`src/rtl/alu_bist_pkg.sv`:
```
`default_nettype none
// +--------------------------------------------------------------------+
// | alu_bist_pkg: shared constants and state type for the ALU BIST path |
// | Rev 1.0                                                            |
// +--------------------------------------------------------------------+
package alu_bist_pkg;

  localparam int unsigned ALU_WIDTH = 32;

  localparam logic [ALU_WIDTH-1:0] DEFAULT_POLY = 32'h04C1_1DB7;
  localparam logic [ALU_WIDTH-1:0] DEFAULT_SEED = 32'h0000_0000;

  typedef enum logic [1:0] {
    ST_IDLE = 2'd0,
    ST_RUN  = 2'd1,
    ST_DONE = 2'd2
  } bist_state_t;

endpackage
`default_nettype wire

```
`src/rtl/misr32.sv`:
```
`default_nettype none
// +--------------------------------------------------------------------+
// | misr32: combinational next-state function of a shift-left MISR     |
// | Rev 1.0                                                            |
// +--------------------------------------------------------------------+
module misr32
  import alu_bist_pkg::*;
#(
  parameter int unsigned          WIDTH = ALU_WIDTH,
  parameter logic [WIDTH-1:0]     POLY  = DEFAULT_POLY
) (
  input  logic [WIDTH-1:0] sig,
  input  logic [WIDTH-1:0] data,
  output logic [WIDTH-1:0] next_sig
);

  assign next_sig = {sig[WIDTH-2:0], 1'b0} ^ (sig[WIDTH-1] ? POLY : '0) ^ data;

endmodule
`default_nettype wire

```
`config.mk`:
```
export PLATFORM = sky130hd
export DESIGN_NAME = misr32
export DESIGN_NICKNAME = d
export VERILOG_FILES = /design/src/rtl/alu_bist_pkg.sv /design/src/rtl/misr32.sv
export SDC_FILE = /design/constraint.sdc
export NUM_CORES = 1
export LEC_CHECK = 0
export BUFFER_PORTS_ARGS = -buffer_cell sky130_fd_sc_hd__buf_4
export CAP_MARGIN = 20
export CORE_ASPECT_RATIO = 0.7
export CORE_MARGIN = 3
export CORE_UTILIZATION = 27
export DETAILED_ROUTE_END_ITERATION = 8
export GPL_ROUTABILITY_DRIVEN = 0
export PLACE_DENSITY = 0.84
export SYNTH_ARGS = -nofsm -noshare
export SYNTH_HDL_FRONTEND = slang
export SYNTH_SLANG_ARGS = --single-unit
```
`constraint.sdc`:
```
create_clock -name vclk -period 0.9
set_input_delay 0.135 -clock vclk [all_inputs]
set_output_delay 0.135 -clock vclk [all_outputs]
set_load 0.02 [all_outputs]
```
---- After elaboration in Yosys (flattened, before gate mapping) ----
Cells that the tools add are included.
operators by class
  muxes and demuxes ....................... 1
  bitwise operators ....................... 2
operators with widths
  kind                   count
  XOR 32 x 27 -> 32 bit  1
  XOR 32 bit             1
  2-to-1 mux 27 bit      1
storage, ports and cells
  output and inout port bits .............. 32
  register bits after elaboration ......... 0
  bits of input ports ..................... 64

---- Longest topological paths before layout ----
Gate-level depths: netlist of the first run.
  depth after elaboration ................. 3
  gate-level depth with buffers ........... 2
  mapped depth without buffers ............ 1

---- Worst setup path before layout of the first run ----
OpenSTA, ideal clock, no wires.
  path type ............................... in2out
  from .................................... in sig[31]
  to ...................................... out next_sig[10]
  path slack .............................. 0.021 ns
  arrival time ............................ 0.744 ns
  buffers on the path ..................... 1
  required time ........................... 0.765 ns
  stages .................................. 2
  cells stage by stage .................... buf_6 xor3_1
between the ends
  longest elaborated chain between the ends .. 3
RTL lines
  item                   line          text
  start, declared        misr32.sv:12  input logic [WIDTH-1:0] sig,
  2-to-1 mux 27 bit      misr32.sv:17  assign next_sig = {sig[WIDTH-2:0], 1'b0} ^ (sig[WIDTH-1] ? POLY : '0) ^ data;
  XOR 32 x 27 -> 32 bit  misr32.sv:17
  XOR 32 bit             misr32.sv:17
  end, declared          misr32.sv:14  output logic [WIDTH-1:0] next_sig
No other way between the ends.

---- Final worst setup path of the first run ----
  from .................................... in data[5]
  to ...................................... out next_sig[5]
between the ends
  longest elaborated chain between the ends .. 1
RTL lines
  item             line          text
  start, declared  misr32.sv:13  input logic [WIDTH-1:0] data,
  XOR 32 bit       misr32.sv:17
No other way between the ends.

==> key figures, run 1 <==
Critical path
  – Critical path type: input port to output pin
  – Crit end category: output pin
  – Crit-path leading delay family: XOR/XNOR gates
  – WP buf/inv: 2
  – Worst-path cell chain: buf_6 -> xor3_4 -> buf_6
  – CP required: 0.76 ns
  – Startpoint Class: input port
  – Crit path arrival time: 0.84 ns
  – Stages on the worst setup path: 3
  – Critical Path Most Common Cell: buf_6
  – Slowest CP cell: xor3_4
  – CP max FO: 1
  – Crit. Startpoint: data[5]
  – Slowest stage delay, CP: 0.48 ns
  – Critical path endpoint: next_sig[5]

Final layout
  – FFs & Latches: 0
  – Register area: 0 um2
  – Layout area overhead: 171%
  – NumNets Final: 194
  – Clock buf count: 0
  – Share of cells above drive strength 1: 78.9%
  – # fillers: 94
  – ANT cells: 0
  – Multi-input logic area: 494 um2

Floorplan
  – Die Y: 42.2 um
  – Core ar.: 1670 um2
  – Cell Rows: 12
  – Initial Util: 30.3%
  – Die ar.: 2440 um2
  – IO Pins: 96
  – Die X: 57.7 um

STA
  – Max Fclk: 1.02 GHz
  – Fin crit period: 0.977 ns
  – TNS Setup: -0.331 ns
  – Hold Vio Cnt, Final: 0
  – Worst rel slew slack: 88.4%
  – Setup violations, final: 6
  – Tcrit/Tclk final: 109%
  – Final Worst Setup Slack: -0.0774 ns
  – Slew @ Worst Pin: 0.173 ns
  – Final Max Slew Viols: 0
  – RSZ-0062 raised after global routing: true

Synthesis
  – Area contributors post-synth: xor3_1, xor2_1, xor3_4
  – Synth top cells by count: xor2_1, xor3_1, xor3_4, buf_6
  – Most common cell in the netlist: xor2_1
  – Mapped Area: 505 um2
  – Area fraction of the dominant cell type after synthesis: 37.6%
  – Seq/Total Area, Yosys: 0%
  – Cell variety after synth: 4
  – Gate Count Post-Synth: 33
  – Net Count, Synth: 97
  – Avg Cell Area, Syn: 15.3 um2
  – Cell taking the most area after synthesis: xor3_1
  – Ys Warns: 0

Detailed routing
  – Post-route DRC violation count: 0
  – Vias per cell: 4.30
  – TritonRoute pass-1 iters: 4
  – Routed WL: 2.47 mm
  – Average routed wire per standard cell: 16.6 um
  – Starting DRC count in detailed routing: 8
  – DRT antenna net count: 0
  – Routed vias: 641

Power
  – P_leak: 0.000791 uW
  – PwrDens: 824 nW/um2
  – Maximum vdd drop: 603 uV

Place
  – Place WS: -0.255 ns
  – Post-DP HPWL: 1.75 mm
  – # port buffers: 96

Run status
  – Outcome: complete, but fails checks
  – Failing checks: negative setup slack

Min path
  – Worst Hold Class: input port to output pin

GRT
  – GRT Total Usage: 18.2%
  – Initial antenna violation count: 0
  – Vias in the first global route: 724
  – First-pass GRT wire length: 3.46 mm
  – Largest net degree at the start of global routing: 15
  – Grt ovf: 0

Clock network
  – Hold Buf Count CTS: 0
  – Setup Fix Bufs, Post-CTS: 0

Job
  – Max_cap viols: 0
## layout by cell type, fill, tap and decap left out
cell / netlist / routed
xor2_1: 19 / 19
buf_6: 1 / 31
buf_12: 0 / 1
xor3_1: 8 / 8
buf_4: 0 / 64
xor3_4: 5 / 5
## worst min-delay path by stage
stage | startpoint | endpoint | slack [ns] | cells after the start
finish | data[0] | next_sig[0] | 0.55 | 3
global placement | sig[28] | next_sig[29] | 0.55 | 3
floorplan | data[0] | next_sig[0] | 0.39 | 1
CTS | sig[8] | next_sig[9] | 0.55 | 3
global route | sig[5] | next_sig[6] | 0.55 | 3
detailed placement | sig[26] | next_sig[27] | 0.55 | 3
## stage by stage
stage	hold WS [ns]	total power, uW	utilization, %	instance area [um2]	instances
floorplan	0.394	495	-	505	33
global placement	0.547	997	74.5	1240	149
detailed placement	0.548	1010	74.5	1240	149
CTS	0.550	1100	80.4	1340	149
global route	0.555	1180	82.2	1370	149
finish	0.549	1130	82.2	1370	149
## where the power goes
part / leakage [uW] / total [uW] / switching, uW / internal [uW]
clock network: 0 / 0 / 0 / 0
logic: 0.000791 / 1130 / 453 / 677
registers: 0 / 0 / 0 / 0
## per-layer routing
metal / vias up / global-route usage [%] / part of all wire [%]
li1: 301 / - / -
met1: 295 / 15.8 / 27
met2: 39 / 40.8 / 64
met3: 6 / 3.38 / 7.1
met4: 0 / 3.24 / 2.2
met5: - / 0 / 0
## what timing repair did
action                     4_1_cts  5_1_grt
hold endpoints to repair         0        0
resized for setup               26        8
pin swaps                       13        0
setup endpoints to repair       13       12
## cell type report
class | instances | area share (%)
tap | 21 | 1.92
timing repair buffer | 96 | 62.0
multi-input combinational | 32 | 36.1
## cells by family (layout without fill, tap and decap cells)
group | after synthesis | after routing | synth area share, %
XOR/XNOR | 32 | 32 | 97.8
buffers and inverters | 1 | 96 | 2.23
Note: power is estimated with default switching activity, not from simulation.
==> run 2, diff against run 1 <==
--- a/config.mk
+++ b/config.mk
@@ -13,6 +13,7 @@
 export DETAILED_ROUTE_END_ITERATION = 8
 export GPL_ROUTABILITY_DRIVEN = 0
 export PLACE_DENSITY = 0.84
+export REMOVE_ABC_BUFFERS = 1
 export SYNTH_ARGS = -nofsm -noshare
 export SYNTH_HDL_FRONTEND = slang
 export SYNTH_SLANG_ARGS = --single-unit
==> run 2 against run 1 <==
The flow still finishes with violations (negative setup slack). Global-route usage down 0.92 points. Count of clock-buffer cells in the layout is the same. Non-clock buffer count is 4 higher. Sequential share of layout area unchanged. Combinational power about the same. Wire length shrank 8.9%. Via count rose by 1.1%. Sequential cell count unchanged. Fmax decreased by 0.55%. Largest cell class unchanged.
==> key figures, run 2 (same netlist as run 1, synthesis figures left out) <==
Place
  – Post-DP HPWL: 1.68 mm
  – # port buffers: 96
  – Inst Count DP: 149
  – Place WS: -0.240 ns

Final layout
  – Clock buf count: 0
  – FFs & Latches: 0
  – Register area: 0 um2
  – NumNets Final: 198
  – ANT cells: 0
  – Share of the core filled with cells: 84.2%
  – Share of cells above drive strength 1: 79.5%
  – Commonest non-fill, non-tap cell in the layout: buf_4
  – Layout area overhead: 178%
  – Finished Layout Cells: 153
  – Most frequent cells in the layout: buf_4, buf_6, xor2_1, xor3_1, xor3_4

Floorplan
  – Die ar.: 2440 um2
  – Cell Rows: 12
  – IO Pins: 96
  – Initial Util: 30.3%
  – Die Y: 42.2 um
  – Core ar.: 1670 um2
  – Die X: 57.7 um

STA
  – Tcrit/Tclk final: 109%
  – Final Worst Setup Slack: -0.0828 ns
  – WHS: 0.548 ns
  – Slew @ Worst Pin: 0.157 ns
  – Final Max Slew Viols: 0
  – Worst rel slew slack: 89.5%
  – RSZ-0062 raised after global routing: true
  – Max Fclk: 1.02 GHz
  – Fin crit period: 0.983 ns
  – Hold Vio Cnt, Final: 0
  – Setup violations, final: 6

Critical path
  – Crit. Startpoint: data[4]
  – Crit path arrival time: 0.85 ns
  – CP required: 0.76 ns
  – Crit end category: output pin
  – Startpoint Class: input port
  – CP max FO: 1
  – Critical path type: input port to output pin

Detailed routing
  – Average routed wire per standard cell: 14.7 um
  – DRT antenna net count: 0
  – TritonRoute pass-1 iters: 4
  – Routed vias: 648
  – Post-route DRC violation count: 0
  – Vias per cell: 4.24
  – Routed WL: 2.25 mm
  – Starting DRC count in detailed routing: 4

GRT
  – Vias in the first global route: 683
  – Initial antenna violation count: 0
  – Largest net degree at the start of global routing: 14
  – GRT Total Usage: 17.2%
  – Grt ovf: 0
  – First-pass GRT wire length: 3.26 mm

Run status
  – Failing checks: negative setup slack
  – Outcome: complete, but fails checks

Power
  – Maximum vdd drop: 596 uV
  – PwrDens: 809 nW/um2
  – P_leak: 0.000811 uW

Clock network
  – Hold Buf Count CTS: 0

Job
  – Max_cap viols: 0

Min path
  – Hold path startpoint: sig[12]
  – Worst Hold Class: input port to output pin
==> run 2: cell count changes in the layout (fill, tap and decap cells not counted), sizes merged <==
| cell | delta |
|---|---|
| buf | +4 |
==> run 2: area by class of cell <==
cell class / count / area [um2]
Multi-Input combinational cell: 32 / 494
Fill cell: 101 / 263
Tap cell: 21 / 26.3
Timing Repair Buffer: 100 / 883
==> run 2: timing repair <==
| action | 4_1_cts | 5_1_grt |
|---|---|---|
| setup endpoints to repair | 13 | 12 |
| buffers inserted | 1 | 3 |
| gates resized for setup | 29 | 6 |
| pin swaps | 11 | 2 |
==> run 2: routing by layer <==
metal | share of wire, % | vias up | wire (um) | global-route usage, %
li1 | - | 309 | - | -
met1 | 26 | 293 | 578 | 15.4
met2 | 64 | 42 | 1440 | 39.9
met3 | 8.4 | 4 | 188 | 1.85
met4 | 1.9 | 0 | 42 | 1.85
met5 | 0 | - | 0 | 0
==> run 2: critical path, cell delays in order <==
cell    delay (ns)
buf_6         0.07
xor3_4        0.49
buf_6         0.15
==> run 2: worst paths after layout <==
kind,to,cells after the start,slack [ns]
min,next_sig[13],3,0.55
max,next_sig[4],3,-0.08
==> run 2: report_power, final <==
part / leakage [uW] / internal [uW] / switching (uW)
clock network: 0 / 0 / 0
logic: 0.000811 / 688 / 447
registers: 0 / 0 / 0
==> run 2: through the flow <==
stage | instance area, um2 | TNS, ns | power, uW
after floorplan | 494 | 0 | 486
after global placement | 1240 | -2.19 | 999
after detailed placement | 1240 | -2.33 | 1010
after CTS | 1360 | -0.393 | 1120
after global routing | 1400 | -0.410 | 1190
final | 1400 | -0.313 | 1140
